`src/rtl/ctrl_pkg.sv`:
```
// Shared types and opcode constants for the multi-cycle controller.
package ctrl_pkg;

    typedef enum logic [2:0] {
        S_IDLE,
        S_FETCH,
        S_DECODE,
        S_EXEC,
        S_WB,
        S_HALT
    } state_t;

    typedef enum logic [1:0] {
        CLS_ARITH,
        CLS_MOVE,
        CLS_NOP,
        CLS_HALT
    } instr_class_t;

    // Value of the opcode MSB that marks an arithmetic instruction.
    localparam logic       OPCODE_ARITHMETIC_BIT = 1'b0;
    localparam logic [3:0] OPCODE_NOP            = 4'b1000;
    localparam logic [3:0] OPCODE_MOVE           = 4'b1001;
    localparam logic [3:0] OPCODE_HALT           = 4'b1111;

    localparam int CNT_W = 4;

endpackage

```
`src/rtl/ctrl_decode.sv`:
```
// Pure combinational instruction decode: IR -> instruction class and field slices.
module ctrl_decode
    import ctrl_pkg::*;
#(
    parameter int IW   = 8,
    parameter int OPW  = 4,
    parameter int AOPW = 3,
    parameter int SHW  = 3
) (
    input  logic [IW-1:0]     ir,
    output instr_class_t      cls,
    output logic [AOPW-1:0]   alu_op,
    output logic [SHW-1:0]    alu_shamt,
    output logic [IW-OPW-1:0] reg_sel,
    output logic [1:0]        reg16_src,
    output logic [1:0]        reg16_dst
);

    logic [OPW-1:0]    opcode;
    logic [IW-OPW-1:0] operand;

    assign opcode  = ir[IW-1 -: OPW];
    assign operand = ir[IW-OPW-1:0];

    // Any non-arithmetic opcode that is not MOVE or HALT behaves as NOP.
    always_comb begin
        cls = CLS_NOP;
        if (opcode[OPW-1] == OPCODE_ARITHMETIC_BIT) begin
            cls = CLS_ARITH;
        end else if (opcode == OPW'(OPCODE_MOVE)) begin
            cls = CLS_MOVE;
        end else if (opcode == OPW'(OPCODE_HALT)) begin
            cls = CLS_HALT;
        end else if (opcode == OPW'(OPCODE_NOP)) begin
            cls = CLS_NOP;
        end
    end

    assign alu_op    = opcode[AOPW-1:0];
    assign alu_shamt = operand[SHW-1:0];
    assign reg_sel   = operand;
    assign reg16_src = operand[3:2];
    assign reg16_dst = operand[1:0];

endmodule

```
`src/rtl/ctrl_seq.sv`:
```
// Multi-cycle FETCH/DECODE/EXEC/WB controller: owns the IR, the FSM and the ALU latency counter.
module ctrl_seq
    import ctrl_pkg::*;
#(
    parameter int IW      = 8,
    parameter int OPW     = 4,
    parameter int AOPW    = 3,
    parameter int SHW     = 3,
    parameter int ALU_LAT = 1
) (
    input  logic              clk,
    input  logic              rst,
    output logic              fetch_req,
    input  logic              fetch_ack,
    input  logic [IW-1:0]     instr,
    input  logic              stall,
    output logic [AOPW-1:0]   alu_op,
    output logic [SHW-1:0]    alu_shamt,
    output logic              alu_en,
    output logic [IW-OPW-1:0] reg_sel,
    output logic [1:0]        reg16_src,
    output logic [1:0]        reg16_dst,
    output logic              reg_we,
    output logic              busy,
    output logic              halted
);

    state_t            state_q, state_d;
    logic [IW-1:0]     ir_q, ir_d;
    logic [CNT_W-1:0]  cnt_q, cnt_d;
    logic              fetch_req_q, fetch_req_d;
    logic              alu_en_q, alu_en_d;
    logic              reg_we_q, reg_we_d;
    logic              busy_q, busy_d;
    logic              halted_q, halted_d;
    instr_class_t      cls;

    ctrl_decode #(
        .IW   (IW),
        .OPW  (OPW),
        .AOPW (AOPW),
        .SHW  (SHW)
    ) u_decode (
        .ir        (ir_q),
        .cls       (cls),
        .alu_op    (alu_op),
        .alu_shamt (alu_shamt),
        .reg_sel   (reg_sel),
        .reg16_src (reg16_src),
        .reg16_dst (reg16_dst)
    );

    // NOTE: every signal gets a default before the case so no path leaves it unassigned (no latches).
    always_comb begin
        state_d = state_q;
        ir_d    = ir_q;
        cnt_d   = cnt_q;
        unique case (state_q)
            S_IDLE:   state_d = S_FETCH;
            S_FETCH: begin
                if (fetch_ack) begin
                    ir_d    = instr;
                    state_d = S_DECODE;
                end
            end
            S_DECODE: begin
                if (!stall) begin
                    unique case (cls)
                        CLS_ARITH: begin
                            state_d = S_EXEC;
                            cnt_d   = CNT_W'(ALU_LAT - 1);
                        end
                        CLS_MOVE: state_d = S_WB;
                        CLS_HALT: state_d = S_HALT;
                        default:  state_d = S_FETCH;
                    endcase
                end
            end
            S_EXEC: begin
                if (cnt_q == '0) begin
                    state_d = S_WB;
                end else begin
                    cnt_d = cnt_q - 1'b1;
                end
            end
            S_WB:     state_d = S_FETCH;
            S_HALT:   state_d = S_HALT;
            default:  state_d = S_IDLE;
        endcase

        // Outputs are registered alongside the state so they change on the same edge.
        fetch_req_d = (state_d == S_FETCH);
        alu_en_d    = (state_q == S_DECODE) && (state_d == S_EXEC);
        reg_we_d    = (state_d == S_WB);
        busy_d      = (state_d != S_IDLE) && (state_d != S_HALT);
        halted_d    = (state_d == S_HALT);
    end

    // NOTE: reset is synchronous and takes priority; all state updates use non-blocking assignment.
    always_ff @(posedge clk) begin
        if (rst) begin
            state_q     <= S_IDLE;
            ir_q        <= '0;
            cnt_q       <= '0;
            fetch_req_q <= 1'b0;
            alu_en_q    <= 1'b0;
            reg_we_q    <= 1'b0;
            busy_q      <= 1'b0;
            halted_q    <= 1'b0;
        end else begin
            state_q     <= state_d;
            ir_q        <= ir_d;
            cnt_q       <= cnt_d;
            fetch_req_q <= fetch_req_d;
            alu_en_q    <= alu_en_d;
            reg_we_q    <= reg_we_d;
            busy_q      <= busy_d;
            halted_q    <= halted_d;
        end
    end

    assign fetch_req = fetch_req_q;
    assign alu_en    = alu_en_q;
    assign reg_we    = reg_we_q;
    assign busy      = busy_q;
    assign halted    = halted_q;

endmodule

```
`config.mk`:
```
export PLATFORM = sky130hd
export DESIGN_NAME = ctrl_seq
export DESIGN_NICKNAME = d
export VERILOG_FILES = /design/src/rtl/ctrl_pkg.sv /design/src/rtl/ctrl_decode.sv /design/src/rtl/ctrl_seq.sv
export SDC_FILE = /design/constraint.sdc
export NUM_CORES = 1
export LEC_CHECK = 0
export ABC_AREA = 1
export CORE_UTILIZATION = 50
export CTS_CLUSTER_DIAMETER = 200
export CTS_CLUSTER_SIZE = 20
export DETAILED_ROUTE_END_ITERATION = 8
export PLACE_DENSITY = 0.83
export SLEW_MARGIN = 10
export SYNTH_ARGS = -nofsm -noshare
export SYNTH_HDL_FRONTEND = slang
export SYNTH_SLANG_ARGS = --single-unit
```
`constraint.sdc`:
```
create_clock -name clk -period 1.9 [get_ports clk]
set_input_delay 0.38 -clock clk [delete_from_list [all_inputs] [get_ports clk]]
set_output_delay 0.38 -clock clk [all_outputs]
set_load 0.005 [all_outputs]
```
# [Word level (Yosys, flattened, before mapping)]
# Cells that the tools add are included.
[totals] output_inout_bits=19 word_cells=48 ff_bits=20
[classes] mux=12 n_reduce_logical=10 add_sub_neg=1 n_eq_ne=17
[op_table] operator="case mux 3 bit (5 select lines)" n=1
[op_table] operator="equality test 3 bit, second input constant" n=4
[op_table] operator="2-to-1 mux 4 bit" n=3
[op_table] operator="equality test 3 x 2 -> 1 bit, second input constant" n=3
[op_table] operator="2-to-1 mux 3 bit" n=3
[op_table] operator="case mux 3 bit (3 select lines)" n=1
[op_table] operator="equality test 4 bit, second input constant" n=2
[op_table] operator="case mux 4 bit (2 select lines)" n=1
[op_table] operator="equality test 3 x 1 -> 1 bit, second input constant" n=2
[op_table] operator="zero test 4 bit" n=1
[op_table] operator="2-to-1 mux 2 bit" n=2
[op_table] operator="!= test 2 bit, second input constant" n=2
[op_table] operator="AND reduction 4 bit" n=1
[op_table] operator="subtractor 4 x 1 -> 4 bit, second input constant" n=1
[op_table] operator="zero test 3 bit" n=1
[op_table] operator="!= test 3 bit, second input constant" n=1
[op_table] operator="nonzero test 3 bit" n=1
[op_table] operator="equality test 2 x 1 -> 1 bit, second input constant" n=1
[op_table] operator="equality test 2 bit, second input constant" n=1
[op_table] operator="logical AND 1 bit" n=2
[op_table] operator="zero test 2 bit" n=1
[op_table] operator="!= test 2 x 1 -> 1 bit, second input constant" n=1
[op_table] operator="AND reduction 2 bit" n=1
[op_table] operator="nonzero test 2 bit" n=1
[op_table] operator="other kinds (2)" n=2

# [Logic depth before layout (Yosys ltp)]
# Gate-level depths: netlist (run 1).
[depth] word_depth=10 ltp_mapped=9

# [Hierarchy]
# Synthesis (run 1) repeated with hierarchy kept, for this count alone.
[unflattened] hier_cells=156 hier_area_um2=1093.5
[modules_own_cells] module="ctrl_seq" seq_area_each_um2=400.4 area_per_inst_um2=938.4 instances=1 cells_each=129
[modules_own_cells] module="ctrl_decode" seq_area_each_um2=0.0 area_per_inst_um2=155.1 instances=1 cells_each=27

# [Least setup slack after synthesis (run 1)]
# OpenSTA, ideal clock, no wires.
[synth_path] path_type="flip-flop to flip-flop" start="reg cnt_q[0]" end="reg cnt_q[3]" stages_incl_launch_ff=9 setup_time_ps=115 t_arrival_ps=1049 slack_ps=736 synth_period_minus_slack_ps=1164 path_cell_list="dfxtp_1 > inv_1 > ha_1 > nand2_1 > nand2_4 > nand2_4 > nand3_1 > nand2_1 > nor2_1"
[synth_via] elab_chain_len=3
[synth_lines] element="from (decl)" line="ctrl_seq.sv:30" rtl="logic [CNT_W-1:0] cnt_q, cnt_d;"
[synth_lines] element="from (signal assigned)" line="ctrl_seq.sv:113" rtl="cnt_q <= cnt_d;"
[synth_lines] element="subtractor 4 x 1 -> 4 bit or zero test 4 bit (tied branches)" line="ctrl_seq.sv:83, ctrl_seq.sv:80"
[synth_lines] element="2-to-1 mux 4 bit or != test 2 bit (tied branches)"
[synth_lines] element="case mux 4 bit (2 select lines) or AND reduction 4 bit (tied branches)"
# Parallel ways exist; a longest one is shown, timed or not. The select of a mux whose other input is x is not followed.
# A chain may end at the register's enable or synchronous reset.

# [Worst setup path in the final report (run 1)]
[layout_path] start="reg ir_q[6]" end="out alu_op[2]"
[layout_rtl] element="from (decl)" line="ctrl_seq.sv:29" rtl="logic [IW-1:0] ir_q, ir_d;"
[layout_rtl] element="from (signal assigned)" line="ctrl_seq.sv:112" rtl="ir_q <= ir_d;"
[layout_rtl] element="to (decl)" line="ctrl_seq.sv:17" rtl="output logic [AOPW-1:0] alu_op,"
# No word-level cell between the ends.

==> qor_table.md, run 1 <==
| Group | Metric | This run |
| --- | --- | --- |
| drt | # DRC | 0 |
| worst setup path | Worst R2R Setup Slack | 0.52 ns |
| synthesis | Most used standard cell by instance count after synthesis | nor2_1 |
| synthesis | Largest cells by area after synthesis | dfxtp_1, nor2_1, buf_4 |
| grt | Pin count of the biggest net entering global routing | 13 |
| worst setup path | Critical path arrival | 1.25 ns |
| placement | Placed wire-length estimate | 1610 µm |
| final layout | Growth of design area from synthesis to finish | 25.0% |
| worst setup path | Worst flop-to-flop path endpoint | cnt_q[2] |
| job | MaxCap Viol Count | 0 |
| floorplanning | Number of ports placed on the die boundary | 31 |
| pwr | Power density relative to cell area | 778 mW/mm² |
| worst setup path | Crit path launch | ir_q[6] |
| worst setup path | Worst path bufs/invs | 1 |
| worst setup path | Reg-to-reg critical path startpoint | cnt_q[0] |
| synthesis | Distinct cell type count after synthesis | 21 |
| placement | Cell area after placement | 0.00128 mm² |
| clock network | Hold bufs inserted after CTS | 0 |
| timing | Final hold violation count | 0 |
| synthesis | Number of enable-type register cells in the synthesized netlist | 0 |
| clock network | Count of buffers added by post-CTS timing repair for setup | 0 |
| synthesis | Count of state elements after synthesis | 20 |
| synthesis | Syn Nets | 167 |
| worst setup path | Length in cells of the worst reg-to-reg path | 7 |
| worst setup path | Data required, critical path | 1.52 ns |
| timing | Highest clock rate | 613 MHz |
| final layout | Util after Layout | 0.672 |
| grt | Number of antenna violations at the first check in global routing | 0 |
| final layout | Post-route non-filler standard cell count | 199 |
| drt | Routed Wire Length | 2180 µm |
| clock network | Number of gates resized after CTS | 0 |
| synthesis | Number of cells produced by synthesis | 154 |
| clock network | Clock Tree Root | clkbuf_4 |
| worst setup path | Startpoint kind of the worst setup timing path | flop |
| pwr | Peak supply drop | 0.740 mV |
| min path | Type of the tightest min-delay check | reg -> reg |
| timing | Setup skew after layout | 0.00174 ns |
| drt | Post-route antenna net violation count | 0 |
| timing | Setup TNS | 0 ns |
| synthesis | Yosys warning total | 0 |
| floorplanning | Placement Rows | 16 |
| grt | Global-route usage over all layers | 0.204 |
| placement | Input/output buffers | 30 |
| timing | Unrepaired setup endpoints after global routing | false |
| worst setup path | Crit path kind | reg -> out |
| worst setup path | Cell type group with the largest total delay on the critical path | buffers and inverters |
| synthesis | Sequential fraction of the synthesis area | 0.376 |
| worst setup path | Cells along the critical path | clkdlybuf4s50_1 |
| drt | Detailed-router iteration count before antenna repair | 4 |
| floorplanning | Initial Util | 0.537 |
| timing | Worst Max-Slew Pin Slew | 0.375 ns |
| final layout | Share of cells above drive strength 1 | 0.110 |
| clock network | CTS tree | done |
| worst setup path | Maximum net fanout on the critical path | 5 |
| clock network | CTS Buf Count | 3 |
| run status | Outcome | complete, no violations |
| worst setup path | Worst path depth | 1 |
| timing | Worst slew margin relative to its limit | 0.749 |
| final layout | Diode insertion count for antenna repair | 0 |
| final layout | Finished layout cell area | 0.00133 mm² |
| drt | Wire per inst | 11.0 µm |
| placement | Placer Congestion | 0.920 |
| worst setup path | CP Capture Type | output pin |
| drt | Drt first-iter violations | 28 |
| worst setup path | End point of the critical path | alu_op[2] |
| grt | Grt total ovfl | 0 |
| synthesis | Ys async rst share | 0 |
| worst setup path | Maximum cell stage delay along the critical path | 0.53 ns |
| clock network | Clock net sink count | 20 |
| worst setup path | Crit path max-delay cell type | clkdlybuf4s50_1 |
| synthesis | Avg Synthesized Cell Area | 6.91 µm² |
| clock network | Number of H-tree levels | 1 |
| grt | Number of global-route vias before repair | 781 |
| floorplanning | Total Die Area | 0.00232 mm² |
| placement | Placed cell count | 195 |
| final layout | Number of fillers in the final layout | 168 |
| timing | Clock period minus final worst setup slack | 1.63 ns |
| floorplanning | Die width | 48.1 µm |
| pwr | Leak | 0.617 nW |
| clock network | Worst skew pair latency | 0.30 ns |
| timing | Final Setup Violations | 0 |
| final layout | Final nets | 186 |
| floorplanning | Vertical die dimension | 48.1 µm |
| synthesis | Synth top cells by count | nor2_1, nand2_1, dfxtp_1, buf_4, inv_1 |
| timing | Worst slack on hold paths | 0.519 ns |
| synthesis | Primary FF master, synth | dfxtp_1 |
| final layout | Area taken by multi-input logic gates | 473 µm² |
| synthesis | Fraction of synthesized cell area taken by the top area cell type | 0.376 |
| drt | Ratio of routed vias to standard cells | 4.94 |
| synthesis | Largest area contributor in the netlist | dfxtp_1 |
| timing | Final clock period utilization by the worst path | 0.859 |
| drt | Total vias in the final route | 984 |
| floorplanning | Core region area | 0.00198 mm² |
| grt | Global-route wire length before repair | 3220 µm |
| clock network | CTS clk-pin slew, worst paths | 0.11 ns |
| clock network | Maximum clock path buffer count | 2 |
| synthesis | Post-synthesis cell area | 0.00106 mm² |
| timing | Number of max-slew violations in the final report | 0 |
| final layout | Footprint of the flip-flops and latches | 400 µm² |
==> worst min-delay path, delay by kind of cell (launching register included) <==
kind | cells | cell delay (ns)
AND/OR/NAND/NOR | 2 | 0.15
flip-flops | 1 | 0.35
==> layout by cell type (no fill, tap or decap), types with 2 or more instances in the layout <==
cell type | netlist | layout
nor2_2 | 2 | 2
nand2_1 | 27 | 27
nand3_1 | 9 | 9
clkdlybuf4s50_1 | 0 | 30
inv_2 | 5 | 5
nand3_2 | 2 | 2
a21oi_1 | 7 | 7
dfxtp_1 | 20 | 20
nand2_4 | 3 | 3
inv_1 | 14 | 14
o21ai_1 | 4 | 4
nand2_2 | 2 | 2
o21ai_0 | 5 | 5
clkbuf_4 | 0 | 3
nor2_1 | 33 | 33
==> cells by family (layout without fill, tap and decap cells) <==
| logic type | after synthesis | in the layout | synth area share |
|---|---|---|---|
| flops | 20 | 20 | 0.376 |
| fa+ha+maj | 1 | 1 | 0.0117 |
| buf+inv | 35 | 53 | 0.180 |
| simple gates | 80 | 80 | 0.343 |
| compound gates | 18 | 18 | 0.0893 |
==> final cells by class <==
cell class / instances / share of cell area
multi-input cells: 99 / 0.355
flip-flops and latches: 20 / 0.301
repair buffers: 30 / 0.226
inverters: 19 / 0.0536
well taps: 27 / 0.0254
clock inverters: 1 / 0.0226
clock buffers: 3 / 0.0169
==> power by group <==
part           switching (mW)  leakage, nW  internal [mW]
logic                  0.0999        0.426          0.111
registers              0.0271        0.164          0.448
clock network           0.136       0.0279          0.213
==> sequential cells by signal (all words and copies together), names as in the netlist <==
signal     cells
busy           1
state_q        3
cnt_q          4
reg_we         1
alu_en         1
halted         1
fetch_req      1
ir_q           8
==> how the worst min path moves through the flow <==
stage,slack (ns),depth (start not counted),start,to
floorplan,0.45,1,rst,cnt_q[0]
finish,0.52,2,ir_q[0],ir_q[0]
global placement,0.49,2,ir_q[3],ir_q[3]
CTS,0.52,2,cnt_q[0],cnt_q[0]
global route,0.55,2,cnt_q[0],cnt_q[0]
detailed placement,0.50,2,ir_q[3],ir_q[3]
==> through the flow <==
| step | setup slack [ns] | power [mW] |
|---|---|---|
| after CTS | 0.257 | 1.04 |
| after floorplan | 0.736 | 0.624 |
| final | 0.268 | 1.04 |
| after global routing | 0.161 | 1.09 |
| after detailed placement | 0.309 | 0.695 |
| after global placement | 0.372 | 0.689 |
==> metal layers <==
layer	up-vias	share of wire	global-route usage
li1	498	-	-
met1	427	0.42	0.234
met2	50	0.48	0.352
met3	9	0.077	0.0444
met4	0	0.023	0.111
met5	-	0	0
(Power assumes the default switching activity.)
==> run 2, diff against run 1 <==
--- a/config.mk
+++ b/config.mk
@@ -7,6 +7,7 @@
 export LEC_CHECK = 0
 export ABC_AREA = 1
 export CORE_UTILIZATION = 50
+export CTS_BUF_LIST = sky130_fd_sc_hd__clkbuf_2
 export CTS_CLUSTER_DIAMETER = 200
 export CTS_CLUSTER_SIZE = 20
 export DETAILED_ROUTE_END_ITERATION = 8
==> run 2 against run 1 <==
  * Clock skew rose by 0.0025 ns
  * Register-to-register slack lost 0.02 ns
  * Critical endpoint unchanged
  * Sequential cell count unchanged
  * Largest cell class unchanged
  * Fmax down 1.9%
  * Critical path depth stayed put
  * Clock-buffer cell count unchanged
==> qor_table.md, run 2 (synthesis gave the netlist of run 1 again) <==
| Group | Metric | This run | Delta |
| --- | --- | --- | --- |
| pwr | Proportion of power drawn by combinational gates | 0.211 | +0.007 |
| pwr | Part of the power in the clock network | 0.315 | -0.022 |
| clock network | Worst skew pair latency | 0.32 ns | +0.02 ns |
| final layout | Largest reg by FF count | ir_q |  |
| clock network | CTS Buf Count | 3 | unchanged |
| min path | Launch point of the worst hold path | ir_q[0] |  |
| clock network | Clock net sink count | 20 | unchanged |
| timing | Clock period minus final worst setup slack | 1.66 ns | +0.0316 ns |
| timing | Setup skew after layout | 0.00421 ns | +0.00247 ns |
| grt | Number of global-route vias before repair | 779 | -0.26% |
| placement | Input/output buffers | 30 | unchanged |
| clock network | Number of gates resized after CTS | 0 | unchanged |
| final layout | Number of flip-flops in the largest register | 8 | unchanged |
| pwr | Power density relative to cell area | 759 mW/mm² | -2.5% |
| timing | Worst slew margin relative to its limit | 0.754 | +0.00436 |
| drt | Routed Wire Length | 2180 µm | -0.14% |
| final layout | Growth of design area from synthesis to finish | 24.3% |  |
| final layout | Commonest non-fill, non-tap cell in the layout | nor2_1 |  |
| final layout | Diode insertion count for antenna repair | 0 | unchanged |
| timing | Final hold violation count | 0 | unchanged |
| clock network | CTS clk-pin slew, worst paths | 0.19 ns | +0.08 ns |
| placement | Placed wire-length estimate | 1610 µm | unchanged |
| drt | Ratio of routed vias to standard cells | 4.97 | +0.61% |
| grt | Global-route wire length before repair | 3210 µm | -0.22% |
| final layout | Share of cells above drive strength 1 | 0.110 | unchanged |
| worst setup path | Cell type group with the largest total delay on the critical path | buffers and inverters |  |
| clock network | Number of H-tree levels | 1 | unchanged |
| worst setup path | Maximum net fanout on the critical path | 5 | unchanged |
| drt | # DRC | 0 | unchanged |
| floorplanning | Total Die Area | 0.00232 mm² | unchanged |
| floorplanning | Core region area | 0.00198 mm² | unchanged |
| job | MaxCap Viol Count | 0 | unchanged |
| final layout | Util after Layout | 0.668 | -0.00379 |
| drt | Total vias in the final route | 990 | +0.61% |
| worst setup path | Data required, critical path | 1.52 ns | about the same |
| timing | Highest clock rate | 601 MHz | -1.9% |
| worst setup path | Crit path kind | reg -> out |  |
| worst setup path | CP Capture Type | output pin |  |
| floorplanning | Vertical die dimension | 48.1 µm | unchanged |
| drt | Wire per inst | 11.0 µm | -0.14% |
| timing | Setup WS post-layout | 0.237 ns | -0.0316 ns |
| worst setup path | Critical path arrival | 1.28 ns | +0.03 ns |
| pwr | Leak | 0.616 nW | -0.22% |
| pwr | Total power of the final layout | 1.00 mW | -3.0% |
| worst setup path | Startpoint kind of the worst setup timing path | flop |  |
| drt | Post-route antenna net violation count | 0 | unchanged |
| worst setup path | Maximum cell stage delay along the critical path | 0.53 ns | about the same |
| timing | Final Setup Violations | 0 | unchanged |
| worst setup path | Crit path launch | ir_q[6] |  |
| worst setup path | Reg-to-reg critical path startpoint | cnt_q[0] |  |
| floorplanning | Placement Rows | 16 | unchanged |
| min path | Type of the tightest min-delay check | reg -> reg |  |
| clock network | Count of buffers added by post-CTS timing repair for setup | 0 | unchanged |
| floorplanning | Die width | 48.1 µm | unchanged |
| pwr | Internal power summed over all cells | 0.742 mW | -4.0% |
| drt | Drt first-iter violations | 24 | -14% |
| drt | Detailed-router iteration count before antenna repair | 4 | unchanged |
| worst setup path | Worst path bufs/invs | 1 | unchanged |
| timing | Setup TNS | 0 ns | unchanged |
| pwr | Net Sw Frac | 0.262 | +0.00769 |
| timing | Worst Max-Slew Pin Slew | 0.369 ns | -0.00654 ns |
| placement | Placer Congestion | 0.920 | unchanged |
| timing | Worst slack on hold paths | 0.525 ns | +0.00578 ns |
| timing | Unrepaired setup endpoints after global routing | false |  |
| pwr | Net switching power | 0.263 mW | about the same |
| clock network | CTS tree | done |  |
| grt | Number of antenna violations at the first check in global routing | 0 | unchanged |
| clock network | Clock Tree Root | clkbuf_2 |  |
| clock network | Maximum clock path buffer count | 2 | unchanged |
| pwr | Peak supply drop | 0.712 mV | -3.8% |
| worst setup path | Cells along the critical path | clkdlybuf4s50_1 |  |
| worst setup path | Crit path max-delay cell type | clkdlybuf4s50_1 |  |
| grt | Pin count of the biggest net entering global routing | 13 | unchanged |
| run status | Outcome | complete, no violations |  |
| timing | Final clock period utilization by the worst path | 0.875 | +0.0166 |
| grt | Global-route usage over all layers | 0.204 | unchanged |
| pwr | Register share of total power | 0.474 | +0.015 |
| floorplanning | Initial Util | 0.537 | unchanged |
| final layout | Largest registers ranked by flip-flop count | ir_q (8), cnt_q (4), state_q (3) |  |
| final layout | Top library cells by usage in the layout, fill and taps aside | nor2_1, clkdlybuf4s50_1, nand2_1, dfxtp_1, inv_1 |  |
| timing | Number of max-slew violations in the final report | 0 | unchanged |
| clock network | Hold bufs inserted after CTS | 0 | unchanged |
| floorplanning | Number of ports placed on the die boundary | 31 | unchanged |
| grt | Grt total ovfl | 0 | unchanged |
| final layout | Final nets | 186 | unchanged |
| placement | Pre-CTS worst setup slack | 0.309 ns | unchanged |
-- run 2: worst paths after layout --
kind	depth (start not counted)	slack (ns)	endpoint
setup reg to reg	8	0.50	reg_we
hold reg to reg	2	0.52	ir_q[0]
setup / recovery	1	0.24	alu_op[2]
hold / removal	2	0.52	ir_q[0]
-- run 2: cell type report --
type | instances | area [µm²]
clock buffers | 3 | 15.0
repair buffers | 30 | 300
flip-flops and latches | 20 | 400
fillers | 169 | 658
inverters | 19 | 71.3
well taps | 27 | 33.8
multi-input cells | 99 | 473
clock inverters | 1 | 30.0
-- run 2: routing by layer --
metal | up-vias | wire [µm] | track usage
met3 | 6 | 130 | 0.0444
met1 | 439 | 947 | 0.234
met4 | 0 | 38 | 0.117
li1 | 501 | - | -
met2 | 44 | 1060 | 0.349
met5 | - | 0 | 0
-- run 2: metrics by stage --
step	cells	instance area [µm²]
after floorplan	154	1060
after global placement	195	1280
after detailed placement	195	1280
after CTS	199	1320
after global routing	199	1320
final	199	1320
-- run 2: power by group through the flow --
stage / combinational (mW) / sequential (mW) / clock (mW)
floorplan: 0.145 / 0.480 / 0
global placement: 0.206 / 0.483 / 0
detailed placement: 0.210 / 0.485 / 0
CTS: 0.212 / 0.476 / 0.323
global route: 0.236 / 0.483 / 0.340
finish: 0.211 / 0.476 / 0.317
